$ cat src/rtl/multichannel_decimator.sv
// Per-channel decimator for interleaved AXI-stream samples. Each channel
// emits one result per 2^ratio_log2 accepted samples: the last sample of
// the window or its exact (floor) average. Output is held until accepted.

// Per-channel window state: accumulator and sample counter.
module mcd_chan #(
  parameter int DATA_WIDTH     = 16,
  parameter int MAX_RATIO_LOG2 = 4,
  parameter int RW             = 3
) (
  input  logic                         clock,
  input  logic                         reset,
  input  logic                         hit_i,     // sample accepted for this channel
  input  logic                         clr_i,     // config changed: restart window
  input  logic [RW-1:0]                ratio_i,   // already clamped
  input  logic                         avg_en_i,
  input  logic signed [DATA_WIDTH-1:0] sample_i,
  output logic                         done_o,    // this sample closes the window
  output logic [DATA_WIDTH-1:0]        res_o
);
  localparam int AW = DATA_WIDTH + MAX_RATIO_LOG2;
  localparam int CW = MAX_RATIO_LOG2;

  logic signed [AW-1:0] acc_q, acc_d, acc_base, sum;
  logic [CW-1:0]        cnt_q, cnt_d, cnt_base, cnt_last;

  // Window arithmetic; a config change makes this sample the first of a new window.
  always_comb begin
    acc_base = clr_i ? '0 : acc_q;
    cnt_base = clr_i ? '0 : cnt_q;
    cnt_last = CW'((32'd1 << ratio_i) - 32'd1);
    sum      = acc_base + {{MAX_RATIO_LOG2{sample_i[DATA_WIDTH-1]}}, sample_i};
    done_o   = hit_i & (cnt_base == cnt_last);
    res_o    = avg_en_i ? DATA_WIDTH'(sum >>> ratio_i) : sample_i;
    acc_d    = acc_base;
    cnt_d    = cnt_base;
    if (hit_i) begin
      if (done_o) begin
        acc_d = '0;
        cnt_d = '0;
      end else begin
        acc_d = sum;
        cnt_d = cnt_base + 1'b1;
      end
    end
  end

  // Window state registers.
  always_ff @(posedge clock or negedge reset) begin
    if (!reset) begin
      acc_q <= '0;
      cnt_q <= '0;
    end else begin
      acc_q <= acc_d;
      cnt_q <= cnt_d;
    end
  end
endmodule

module multichannel_decimator #(
  parameter int N_CHANNELS     = 4,
  parameter int DATA_WIDTH     = 16,
  parameter int DEST_WIDTH     = 8,
  parameter int MAX_RATIO_LOG2 = 4,
  localparam int RW            = $clog2(MAX_RATIO_LOG2 + 1)
) (
  input  logic                  clock,
  input  logic                  reset,
  input  logic [DATA_WIDTH-1:0] data_in_data_i,
  input  logic [DEST_WIDTH-1:0] data_in_dest_i,
  input  logic                  data_in_valid_i,
  output logic                  data_in_ready_o,
  output logic [DATA_WIDTH-1:0] data_out_data_o,
  output logic [DEST_WIDTH-1:0] data_out_dest_o,
  output logic                  data_out_valid_o,
  input  logic                  data_out_ready_i,
  input  logic [RW-1:0]         ratio_log2_i,
  input  logic                  average_en_i,
  output logic                  dest_error_o
);
  logic [RW-1:0]                          ratio_q, ratio_eff;
  logic                                   avg_q, cfg_chg, xfer, dest_ok, any_done;
  logic [N_CHANNELS-1:0]                  hit, done;
  logic [N_CHANNELS-1:0][DATA_WIDTH-1:0]  res;
  logic [DATA_WIDTH-1:0]                  res_sel;
  logic                                   valid_q, valid_d, err_q, err_d;
  logic [DATA_WIDTH-1:0]                  data_q, data_d;
  logic [DEST_WIDTH-1:0]                  dest_q, dest_d;

  // A single output register stalls all channels while a result is pending.
  assign data_in_ready_o = ~valid_q | data_out_ready_i;
  assign xfer            = data_in_valid_i & data_in_ready_o;
  assign dest_ok         = data_in_dest_i < DEST_WIDTH'(N_CHANNELS);
  assign ratio_eff       = (ratio_log2_i > RW'(MAX_RATIO_LOG2)) ? RW'(MAX_RATIO_LOG2) : ratio_log2_i;
  assign cfg_chg         = (ratio_log2_i != ratio_q) | (average_en_i != avg_q);

  for (genvar g = 0; g < N_CHANNELS; g++) begin : g_chan
    assign hit[g] = xfer & (data_in_dest_i == DEST_WIDTH'(g));
    mcd_chan #(
      .DATA_WIDTH    (DATA_WIDTH),
      .MAX_RATIO_LOG2(MAX_RATIO_LOG2),
      .RW            (RW)
    ) u_chan (
      .clock   (clock),
      .reset   (reset),
      .hit_i   (hit[g]),
      .clr_i   (cfg_chg),
      .ratio_i (ratio_eff),
      .avg_en_i(average_en_i),
      .sample_i(data_in_data_i),
      .done_o  (done[g]),
      .res_o   (res[g])
    );
  end

  // Output next-state: a new result wins over draining, so no bubble on back-to-back.
  always_comb begin
    any_done = 1'b0;
    res_sel  = '0;
    for (int ch = 0; ch < N_CHANNELS; ch++) begin
      if (done[ch]) begin
        any_done = 1'b1;
        res_sel  = res[ch];
      end
    end
    valid_d = valid_q;
    data_d  = data_q;
    dest_d  = dest_q;
    err_d   = xfer & ~dest_ok;
    if (any_done) begin
      valid_d = 1'b1;
      data_d  = res_sel;
      dest_d  = data_in_dest_i;
    end else if (data_out_ready_i) begin
      valid_d = 1'b0;
    end
  end

  // Output, error pulse and config registers.
  always_ff @(posedge clock or negedge reset) begin
    if (!reset) begin
      valid_q <= 1'b0;
      data_q  <= '0;
      dest_q  <= '0;
      err_q   <= 1'b0;
      ratio_q <= '0;
      avg_q   <= 1'b0;
    end else begin
      valid_q <= valid_d;
      data_q  <= data_d;
      dest_q  <= dest_d;
      err_q   <= err_d;
      ratio_q <= ratio_log2_i;
      avg_q   <= average_en_i;
    end
  end

  assign data_out_valid_o = valid_q;
  assign data_out_data_o  = data_q;
  assign data_out_dest_o  = dest_q;
  assign dest_error_o     = err_q;
endmodule
$ cat config.mk
export PLATFORM = sky130hd
export DESIGN_NAME = multichannel_decimator
export DESIGN_NICKNAME = d
export VERILOG_FILES = /design/src/rtl/multichannel_decimator.sv
export SDC_FILE = /design/constraint.sdc
export NUM_CORES = 1
export LEC_CHECK = 0
export ABC_CLOCK_PERIOD_IN_PS = 4800
export BUFFER_PORTS_ARGS = -buffer_cell sky130_fd_sc_hd__buf_2
export CAP_MARGIN = 25
export CORE_UTILIZATION = 58
export CTS_CLUSTER_DIAMETER = 80
export DETAILED_ROUTE_END_ITERATION = 16
export HOLD_SLACK_MARGIN = 0.02
export PLACE_DENSITY = 0.82
export SYNTH_ARGS = -nofsm -noshare
export SYNTH_HDL_FRONTEND = slang
export SYNTH_SLANG_ARGS = --single-unit
$ cat constraint.sdc
create_clock -name clock -period 4.8 [get_ports clock]
set_input_delay 0 -clock clock [delete_from_list [all_inputs] [get_ports clock]]
set_output_delay 0 -clock clock [all_outputs]
set_load 0.03 [all_outputs]
Yosys cells after proc, flatten, opt, wreduce, memory -nomap -nowiden:

Index checks and enable logic that the tools add are counted.

* register bits after elaboration: 126
* input bits: 32
* output and inout bits: 27
* logic and storage cells: 94

* add/sub/neg operators: 9
* magnitude comparators: 2
* eq/ne operators: 9
* shifts and indexed selects: 5
* muxes and demuxes: 39
* bitwise gates (word level): 14
* reductions and logical operators: 2

Operators by type and width (count)
* $mux 20: 12
* $mux 16: 8
* $add 20x20->20: 4
* $sshr 20x3->16: 4
* $mux 4: 12
* $add 4x1->4 const B: 4
* $eq 4x4->1: 4
* $eq 8x2->1 const B: 2
* $and 1x1->1: 10
* $eq 8x1->1 const B: 1
* $logic_not 8->1: 1
* $lt 8x3->1 const B: 1
* $mux 1: 6
* $shl 1x3->4 const A: 1
* $sub 4x1->4 const B: 1
* $gt 3x3->1 const B: 1
* $mux 3: 1
* $ne 3x3->1: 1
* $not 1->1: 2
* $or 1x1->1: 2
* $reduce_bool 2->1: 1
* $ne 1x1->1: 1

Longest topological paths before layout:

Gate-level depths: netlist of the first run.

* depth after elaboration: 11
* mapped depth: 20

By module:

Synthesis of the first run repeated with hierarchy kept, for this count alone.

* cell total of the unflattened synthesis: 1667
* area total of the unflattened synthesis: 13943.4 µm²

By module, submodules not included
* mcd_chan at g_chan[0].u_chan ...: instances 2, cells each 354, area an instance 3037.9 µm², seq. area each 600.6 µm²
* mcd_chan at g_chan[3].u_chan: instances 1, cells each 394, area an instance 3090.5 µm², seq. area each 600.6 µm²
* mcd_chan at g_chan[2].u_chan: instances 1, cells each 394, area an instance 3085.5 µm², seq. area each 600.6 µm²
* multichannel_decimator: instances 1, cells each 171, area an instance 1691.6 µm², seq. area each 750.7 µm²

Worst setup path after synthesis of the first run:

Ideal clock, no wire load.

* path kind: flip-flop to flip-flop
* from: register avg_q
* to: register data_q[14], in the netlist data_out_data_o[14]
* arrival time: 4361 ps
* setup slack: 374 ps
* cell stages (with the launch flop): 19
* path buffers: 3
* clock period less this slack: 4426 ps
* path through: dfrtp_1 -> xor2_1 -> nor4_4 -> buf_4 -> clkbuf_1 -> clkbuf_1 -> nand2_1 -> inv_1 -> ha_1 -> a211oi_1 -> o211ai_1 -> a221oi_1 -> mux2_2 -> a211oi_1 -> a22oi_1 -> nand2_1 -> a221oi_1 -> a2111oi_2 -> o31a_1

* longest elaborated chain between the ends: 10
* elaborated cells on any way between the ends: 38
* classes of those cells: add/sub (4); eq/ne (5); shift (4); mux (20); bitwise (5)

Ends and longest elaborated chain
* start: declaration: RTL line 82 `logic avg_q, cfg_chg, xfer, dest_ok, any_done;`
* start signal: assignment: RTL line 154 `avg_q <= average_en_i;`
* $ne 1x1->1 *: RTL line 95 `assign cfg_chg = (ratio_log2_i != ratio_q) | (average_en_i != avg_q);`
* $or 1x1->1 *: RTL line 95
* $mux 20: RTL line 29 `acc_base = clr_i ? '0 : acc_q;`
* $add 20x20->20: RTL line 32 `sum = acc_base + {{MAX_RATIO_LOG2{sample_i[DATA_WIDTH-1]}}, sample_i};`
* $sshr 20x3->16: RTL line 34 `res_o = avg_en_i ? DATA_WIDTH'(sum >>> ratio_i) : sample_i;`
* $mux 16: RTL line 34
* $mux 16 (4 in a row): RTL line 121 `if (done[ch]) begin`
* end signal: assignment: RTL line 150 `data_q <= data_d;`
* end: declaration: RTL line 87 `logic [DATA_WIDTH-1:0] data_q, data_d;`

Every way passes the cells marked *; elsewhere a longest branch is shown, timed or not.
A chain may end at the register's enable or synchronous reset.

Worst setup path after layout of the first run:

* from: register avg_q
* to: register data_q[7], in the netlist data_out_data_o[7]

Same word-level chain as after synthesis.

==> results of run 1 <==
==> stage by stage <==
stage	instance area [sq um]	hold slack, ns	power (mW)
after floorplan	12680	-0.2956	1.417
after global placement	13340	0.09270	1.615
after detailed placement	13340	0.09786	1.621
after CTS	14040	0.02507	2.972
after global routing	14080	0.07530	3.075
final	14080	0.04749	2.989
==> how the worst max path moves through the flow <==
stage                     endpoint
2_1_floorplan  data_out_data_o[14]
3_3_place_gp   data_out_data_o[14]
3_5_place_dp   data_out_data_o[14]
4_1_cts        data_out_data_o[14]
5_1_grt        data_out_data_o[14]
6_report        data_out_data_o[7]
==> kinds of logic after synthesis <==
| logic type | count (synthesis) | synth area share, % |
|---|---|---|
| AOI/OAI and AO/OA | 511 | 27.11 |
| xor gates and xnor gates | 85 | 5.872 |
| adders and majority gates | 84 | 8.527 |
| buffers and inverters | 132 | 4.185 |
| DFF | 126 | 24.87 |
| muxes | 42 | 3.839 |
| and+or+nand+nor | 663 | 25.59 |
==> cells in the mapped netlist, types with 14 or more instances <==
| master | instances | share of area (%) |
|---|---|---|
| mux2i_1 | 25 | 2.0 |
| a211oi_1 | 46 | 2.7 |
| o31ai_1 | 25 | 1.5 |
| nand2_1 | 250 | 7.4 |
| a21oi_1 | 123 | 4.9 |
| nor2_1 | 118 | 3.5 |
| o22ai_1 | 16 | 0.79 |
| a31oi_1 | 23 | 1.1 |
| xnor2_1 | 49 | 3.4 |
| clkbuf_1 | 81 | 2.4 |
| xor2_1 | 36 | 2.5 |
| and2_1 | 99 | 4.9 |
| and3_1 | 14 | 0.69 |
| ha_1 | 80 | 7.9 |
| o2bb2ai_1 | 24 | 1.7 |
| a21o_1 | 27 | 1.6 |
| nor3_1 | 30 | 1.2 |
| inv_1 | 28 | 0.83 |
| o21a_1 | 18 | 1.1 |
| nand3_1 | 67 | 2.6 |
| dfrtp_1 | 126 | 25 |
| o211ai_1 | 19 | 1.1 |
| o21ai_0 | 86 | 3.4 |
==> worst max-delay path: cells and delay by family (launching register included) <==
| family | cells | cell delay [ns] |
|---|---|---|
| xor gates and xnor gates | 1 | 0.20 |
| adders and majority gates | 1 | 0.25 |
| buffers and inverters | 1 | 0.27 |
| AOI/OAI and AO/OA | 9 | 2.28 |
| DFF | 1 | 0.40 |
| and+or+nand+nor | 3 | 1.10 |
==> metal layers <==
layer	global-route usage [%]	share of wire (%)
met5	0	0
met4	22.83	5.6
met3	10.82	12
met2	61.67	43
met1	54.59	40
==> flip-flops by register name (all words and copies together), names as in the netlist <==
register	flops
g_chan.u_chan.acc_q	80
data_out_data_o	16
g_chan.u_chan.cnt_q	16
data_out_dest_o	8
ratio_q	3
avg_q	1
data_out_valid_o	1
dest_error_o	1
==> layout make-up <==
| cell class | count | area share [%] |
|---|---|---|
| diodes | 2 | 0.03554 |
| clock buffers | 17 | 3.021 |
| clock inverters | 15 | 1.342 |
| inverters | 29 | 0.7731 |
| multi-input cells | 1385 | 64.17 |
| flip-flops and latches | 126 | 22.39 |
| well taps | 275 | 2.444 |
| repair buffers | 120 | 5.820 |
==> repair_timing <==
item                                    4_1_cts  5_1_grt
endpoints found under the setup margin        0        3
gates resized for setup                       0        9
hold endpoints to repair                     87        0
hold buffers                                  8        0
==> power breakdown <==
part / leakage (nW) / total, mW / switching (mW) / internal, mW
registers: 1.74 / 1.07 / 0.00211 / 1.06
logic: 4.42 / 0.565 / 0.383 / 0.182
clock network: 0.299 / 1.36 / 0.647 / 0.711
==> impl_metrics.yaml, run 1 <==
setup_path:
  critPathKind: "flop to flop"
  reg2reg_depth: 15
  required_ns: 5.15
  cp_data_arrival_time_ns: 4.95
  r2r_end: "data_out_data_o[7]"
  worstSetupStartpoint: "avg_q"
  max_stage_delay_ns: 0.46
  r2r_slack_ns: 0.20
  cp_common_cell: "a31oi_1"
  critPathLaunchType: "flop"
  path_max_fanout: 46
  path_cells: "xor2_1 > nor4_4 > buf_12 > and2_1 > ha_1 > a21oi_1 > o211ai_1 > o21ai_0 > a311o_1 > a221oi_1 > a31oi_1 > o22ai_1 > nor4_1 > o221ai_1 > a31oi_1"
  cp-end-kind: "flop"
  regToRegStartpoint: "avg_q"
  critical-path-slowest-cell: "nor4_4"
placed_design:
  hpwl_mm: 32.65
  port-buffer-count: 58
  placed_cells: 1927
  gp_congestion: 0.9696
  pre_cts_ws_ns: 0.2842
power:
  power_density_mw_per_mm2: 212.3
  vdd_drop_max_mv: 0.2175
  power.leakage_nw: 6.460
floorplan:
  start_util_pct: 59.74
  fp.coreArea_sq_mm: 0.02122
  row_count: 53
  ios: 59
  die_y_um: 149.8
  die_area_sq_mm: 0.02245
  die_w_um: 149.8
cells_and_area:
  area_growth_pct: 11.07
  final_cells: 1969
  multi_input_area_sq_mm: 0.009036
  register_area_sq_mm: 0.003153
  layout-drive-gt1-share_pct: 11.64
  mostFrequentLayoutCell: "nand2_1"
  final_util_pct: 66.36
  most-common-layout-cells: "nand2_1, dfrtp_1, a21oi_1, nor2_1, and2_1"
  fillers: 1816
  layout.nets: 1795
synth:
  synth_cell_type_count: 86
  syn_inst: 1643
  netlist_area_sq_mm: 0.01268
  ys.flop_type: "dfrtp_1"
  synth_edf_count: 0
  ys_seq_area_share_pct: 24.87
  async_flop_share_pct: 100.0
  avgSynthCellArea_sq_um: 7.716
  synth_seq_cells: 126
  syn_nets: 1759
  ys_warn_count: 0
grt:
  grt_pass1_vias: 12619
  antenna_found_initial: 1
  grt_usage_pct: 41.47
  grt_max_degree: 81
  overflow: 0
  grt_pass1_wl_mm: 70.48
sta:
  worst_pin_slew_ns: 0.8428
  hold_viol_final: 0
  fmax_mhz: 217.4
  fin_ws_ns: 0.2008
  layout_min_cycle_time_ns: 4.599
  tns_ns: 0
  skew_ns: 0.01453
  setup_viol: 0
  slew_violations: 0
  rsz0062_at_grt: "yes"
  fin_crit_sh_pct: 95.82
  relSlewSlack_pct: 43.68
worst_hold_path:
  min_from: "data_in_data_i[7]"
  hold_depth: 3
  whs_endpoint: "data_out_data_o[7]"
  hp-class: "input pin to flop"
clock_network:
  cts_max_path_buffers: 2
  cts_sinks: 126
  clock_latency_ns: 0.44
  cts_tree: "done"
  ctsHtreeMaxLevel: 4
  post-cts-setup-buffers: 0
  cts-root-buf: "clkbuf_16"
  numCtsBuffers: 17
  clkTransAtPathRegs_ns: 0.07
route:
  drc: 0
  viasPerCell: 6.845
  ant_nets: 0
  drt-total-wl_mm: 45.76
  drt_iter0_markers: 1902
  vias: 13478
  dr.pass1.iters: 6
  drt-wirelength-per-cell_um: 23.24
outcome:
  status: "finished clean"
flow_run:
  drv_cap: 0
Power figures use the tool's default switching activity.
==> run 2: changes to the inputs <==
--- a/config.mk
+++ b/config.mk
@@ -8,11 +8,11 @@
 export ABC_CLOCK_PERIOD_IN_PS = 4800
 export BUFFER_PORTS_ARGS = -buffer_cell sky130_fd_sc_hd__buf_2
 export CAP_MARGIN = 25
-export CORE_UTILIZATION = 58
+export CORE_UTILIZATION = 35
 export CTS_CLUSTER_DIAMETER = 80
 export DETAILED_ROUTE_END_ITERATION = 16
 export HOLD_SLACK_MARGIN = 0.02
-export PLACE_DENSITY = 0.82
+export PLACE_DENSITY = 0.55
 export SYNTH_ARGS = -nofsm -noshare
 export SYNTH_HDL_FRONTEND = slang
 export SYNTH_SLANG_ARGS = --single-unit
==> impl_metrics.yaml, run 2 (synthesis results as in run 1) <==
grt:
  grt_pass1_wl_mm: 76.29
  grt_pass1_vias: 12270
  antenna_found_initial: 2
  overflow: 0
  grt_usage_pct: 27.41
  grt_max_degree: 71
sta:
  fin_crit_sh_pct: 96.49
  tns_ns: 0
  fin_ws_ns: 0.1685
  worst_hold_slack_ns: 0.05195
  layout_min_cycle_time_ns: 4.632
  skew_ns: 0.01443
  hold_viol_final: 0
  rsz0062_at_grt: "no"
  fmax_mhz: 215.9
  worst_pin_slew_ns: 0.9301
  setup_viol: 0
  slew_violations: 0
  relSlewSlack_pct: 37.93
worst_hold_path:
  hold_depth: 2
  whs_endpoint: "ratio_q[0]"
  min_from: "ratio_log2_i[0]"
  hp-class: "input pin to flop"
setup_path:
  worstSetupStartpoint: "avg_q"
  max_stage_delay_ns: 0.55
  cp-end-kind: "flop"
  critical-path-slowest-cell: "a2111oi_2"
  critPathLaunchType: "flop"
  r2r_slack_ns: 0.17
  reg2reg_depth: 16
  path_max_fanout: 57
  cp_data_arrival_time_ns: 5.01
  path_cells: "xor2_1 > nor4_4 > buf_12 > and2_1 > ha_1 > inv_1 > fa_1 > nand2b_1 > a21o_1 > a211o_1 > o21ai_0 > a21oi_1 > xnor2_1 > a221oi_1 > a2111oi_2 > o31a_1"
  required_ns: 5.18
  critPathBufInv: 2
  critPathKind: "flop to flop"
  r2r_end: "data_out_data_o[14]"
  regToRegStartpoint: "avg_q"
  crit_family: "compound AO/OA/AOI/OAI gates"
power:
  fin_total_pwr_mw: 2.883
  power.leakage_nw: 6.489
  power_density_mw_per_mm2: 201.1
  vdd_drop_max_mv: 0.2347
floorplan:
  die_y_um: 192.3
  fp.coreArea_sq_mm: 0.03557
  die_w_um: 192.3
  ios: 59
  start_util_pct: 35.64
  row_count: 69
  die_area_sq_mm: 0.03699
route:
  drc: 0
  drt-total-wl_mm: 49.81
  ant_nets: 0
  vias: 13047
  drt_iter0_markers: 1319
  viasPerCell: 6.018
  dr.pass1.iters: 5
  drt-wirelength-per-cell_um: 22.98
cells_and_area:
  fillers: 3703
  area_growth_pct: 13.12
  final_area_sq_mm: 0.01434
  mostFrequentLayoutCell: "nand2_1"
  layout.nets: 1810
  final_util_pct: 40.32
  layout-drive-gt1-share_pct: 12.37
  most-common-layout-cells: "nand2_1, dfrtp_1, a21oi_1, nor2_1, and2_1"
  largest_reg_flops: 80
  final_cells: 2168
  top_register: "g_chan.u_chan.acc_q"
clock_network:
  cts_max_path_buffers: 2
  cts_tree: "done"
  clock_latency_ns: 0.45
  cts-root-buf: "clkbuf_16"
  cts_sinks: 126
  clkTransAtPathRegs_ns: 0.06
  ctsHtreeMaxLevel: 4
  numCtsBuffers: 17
flow_run:
  drv_cap: 0
placed_design:
  gp_congestion: 1.021
  hpwl_mm: 36.61
  dpl-instance-area_sq_mm: 0.01367
  port-buffer-count: 58
  pre_cts_ws_ns: 0.07502
  placed_cells: 2126
outcome:
  status: "finished clean"
==> run 2: changes by cell type in the layout (fill, tap and decap cells not counted), sizes merged <==
cell	before	now
buf	112	127
diode	2	1
inv	37	28
bufinv	0	1
clkinvlp	0	4
clkbuf	17	19
clkinv	7	8
==> run 2: cell type report <==
| class | instances | area, sq um | area share (%) |
|---|---|---|---|
| antenna | 1 | 2.502 | 0.01745 |
| clock buffer | 19 | 432.9 | 3.019 |
| clock inverter | 12 | 98.84 | 0.6893 |
| inverter | 29 | 108.9 | 0.7591 |
| multi-input combinational | 1385 | 9047 | 63.09 |
| sequential | 126 | 3153 | 21.99 |
| tap | 461 | 576.8 | 4.022 |
| timing repair buffer | 135 | 919.6 | 6.413 |
==> run 2: how the worst max path moves through the flow <==
stage | cells after the start | to | slack [ns]
finish | 16 | data_out_data_o[14] | 0.17
CTS | 17 | data_out_data_o[12] | 0.03
global route | 17 | data_out_data_o[14] | 0.03
floorplan | 18 | data_out_data_o[14] | 0.37
detailed placement | 17 | data_out_data_o[12] | 0.08
global placement | 17 | data_out_data_o[12] | 0.19
==> run 2: power by group <==
part           total [mW]  switching, mW  internal, mW
Combinational       0.575          0.392         0.183
Sequential           1.07        0.00187          1.07
Clock                1.24          0.538         0.702
==> run 2: repair_timing <==
| item | in CTS | in global routing |
|---|---|---|
| setup endpoints to repair | 0 | 3 |
| resized for setup | 0 | 8 |
| buffers inserted | 0 | 2 |
| hold endpoints to repair | 74 | 0 |
| hold buffers | 8 | 0 |
==> run 2: routing by layer <==
layer / vias up / GRT usage [%] / wire (um)
met5: - / 0 / 10
met4: 2 / 10.66 / 1825
met3: 94 / 5.110 / 3956
met2: 526 / 41.01 / 21590
met1: 6292 / 38.68 / 22430
li1: 6133 / - / -
==> run 2: worst reg2reg max path, stage by stage, from the launching register on <==
cell and delay (ns):
dfrtp_1 0.37, xor2_1 0.19, nor4_4 0.33, buf_12 0.26, and2_1 0.25, ha_1 0.19, inv_1 0.08, fa_1 0.44
nand2b_1 0.19, a21o_1 0.21, a211o_1 0.27, o21ai_0 0.22, a21oi_1 0.12, xnor2_1 0.48, a221oi_1 0.25, a2111oi_2 0.55
o31a_1 0.18
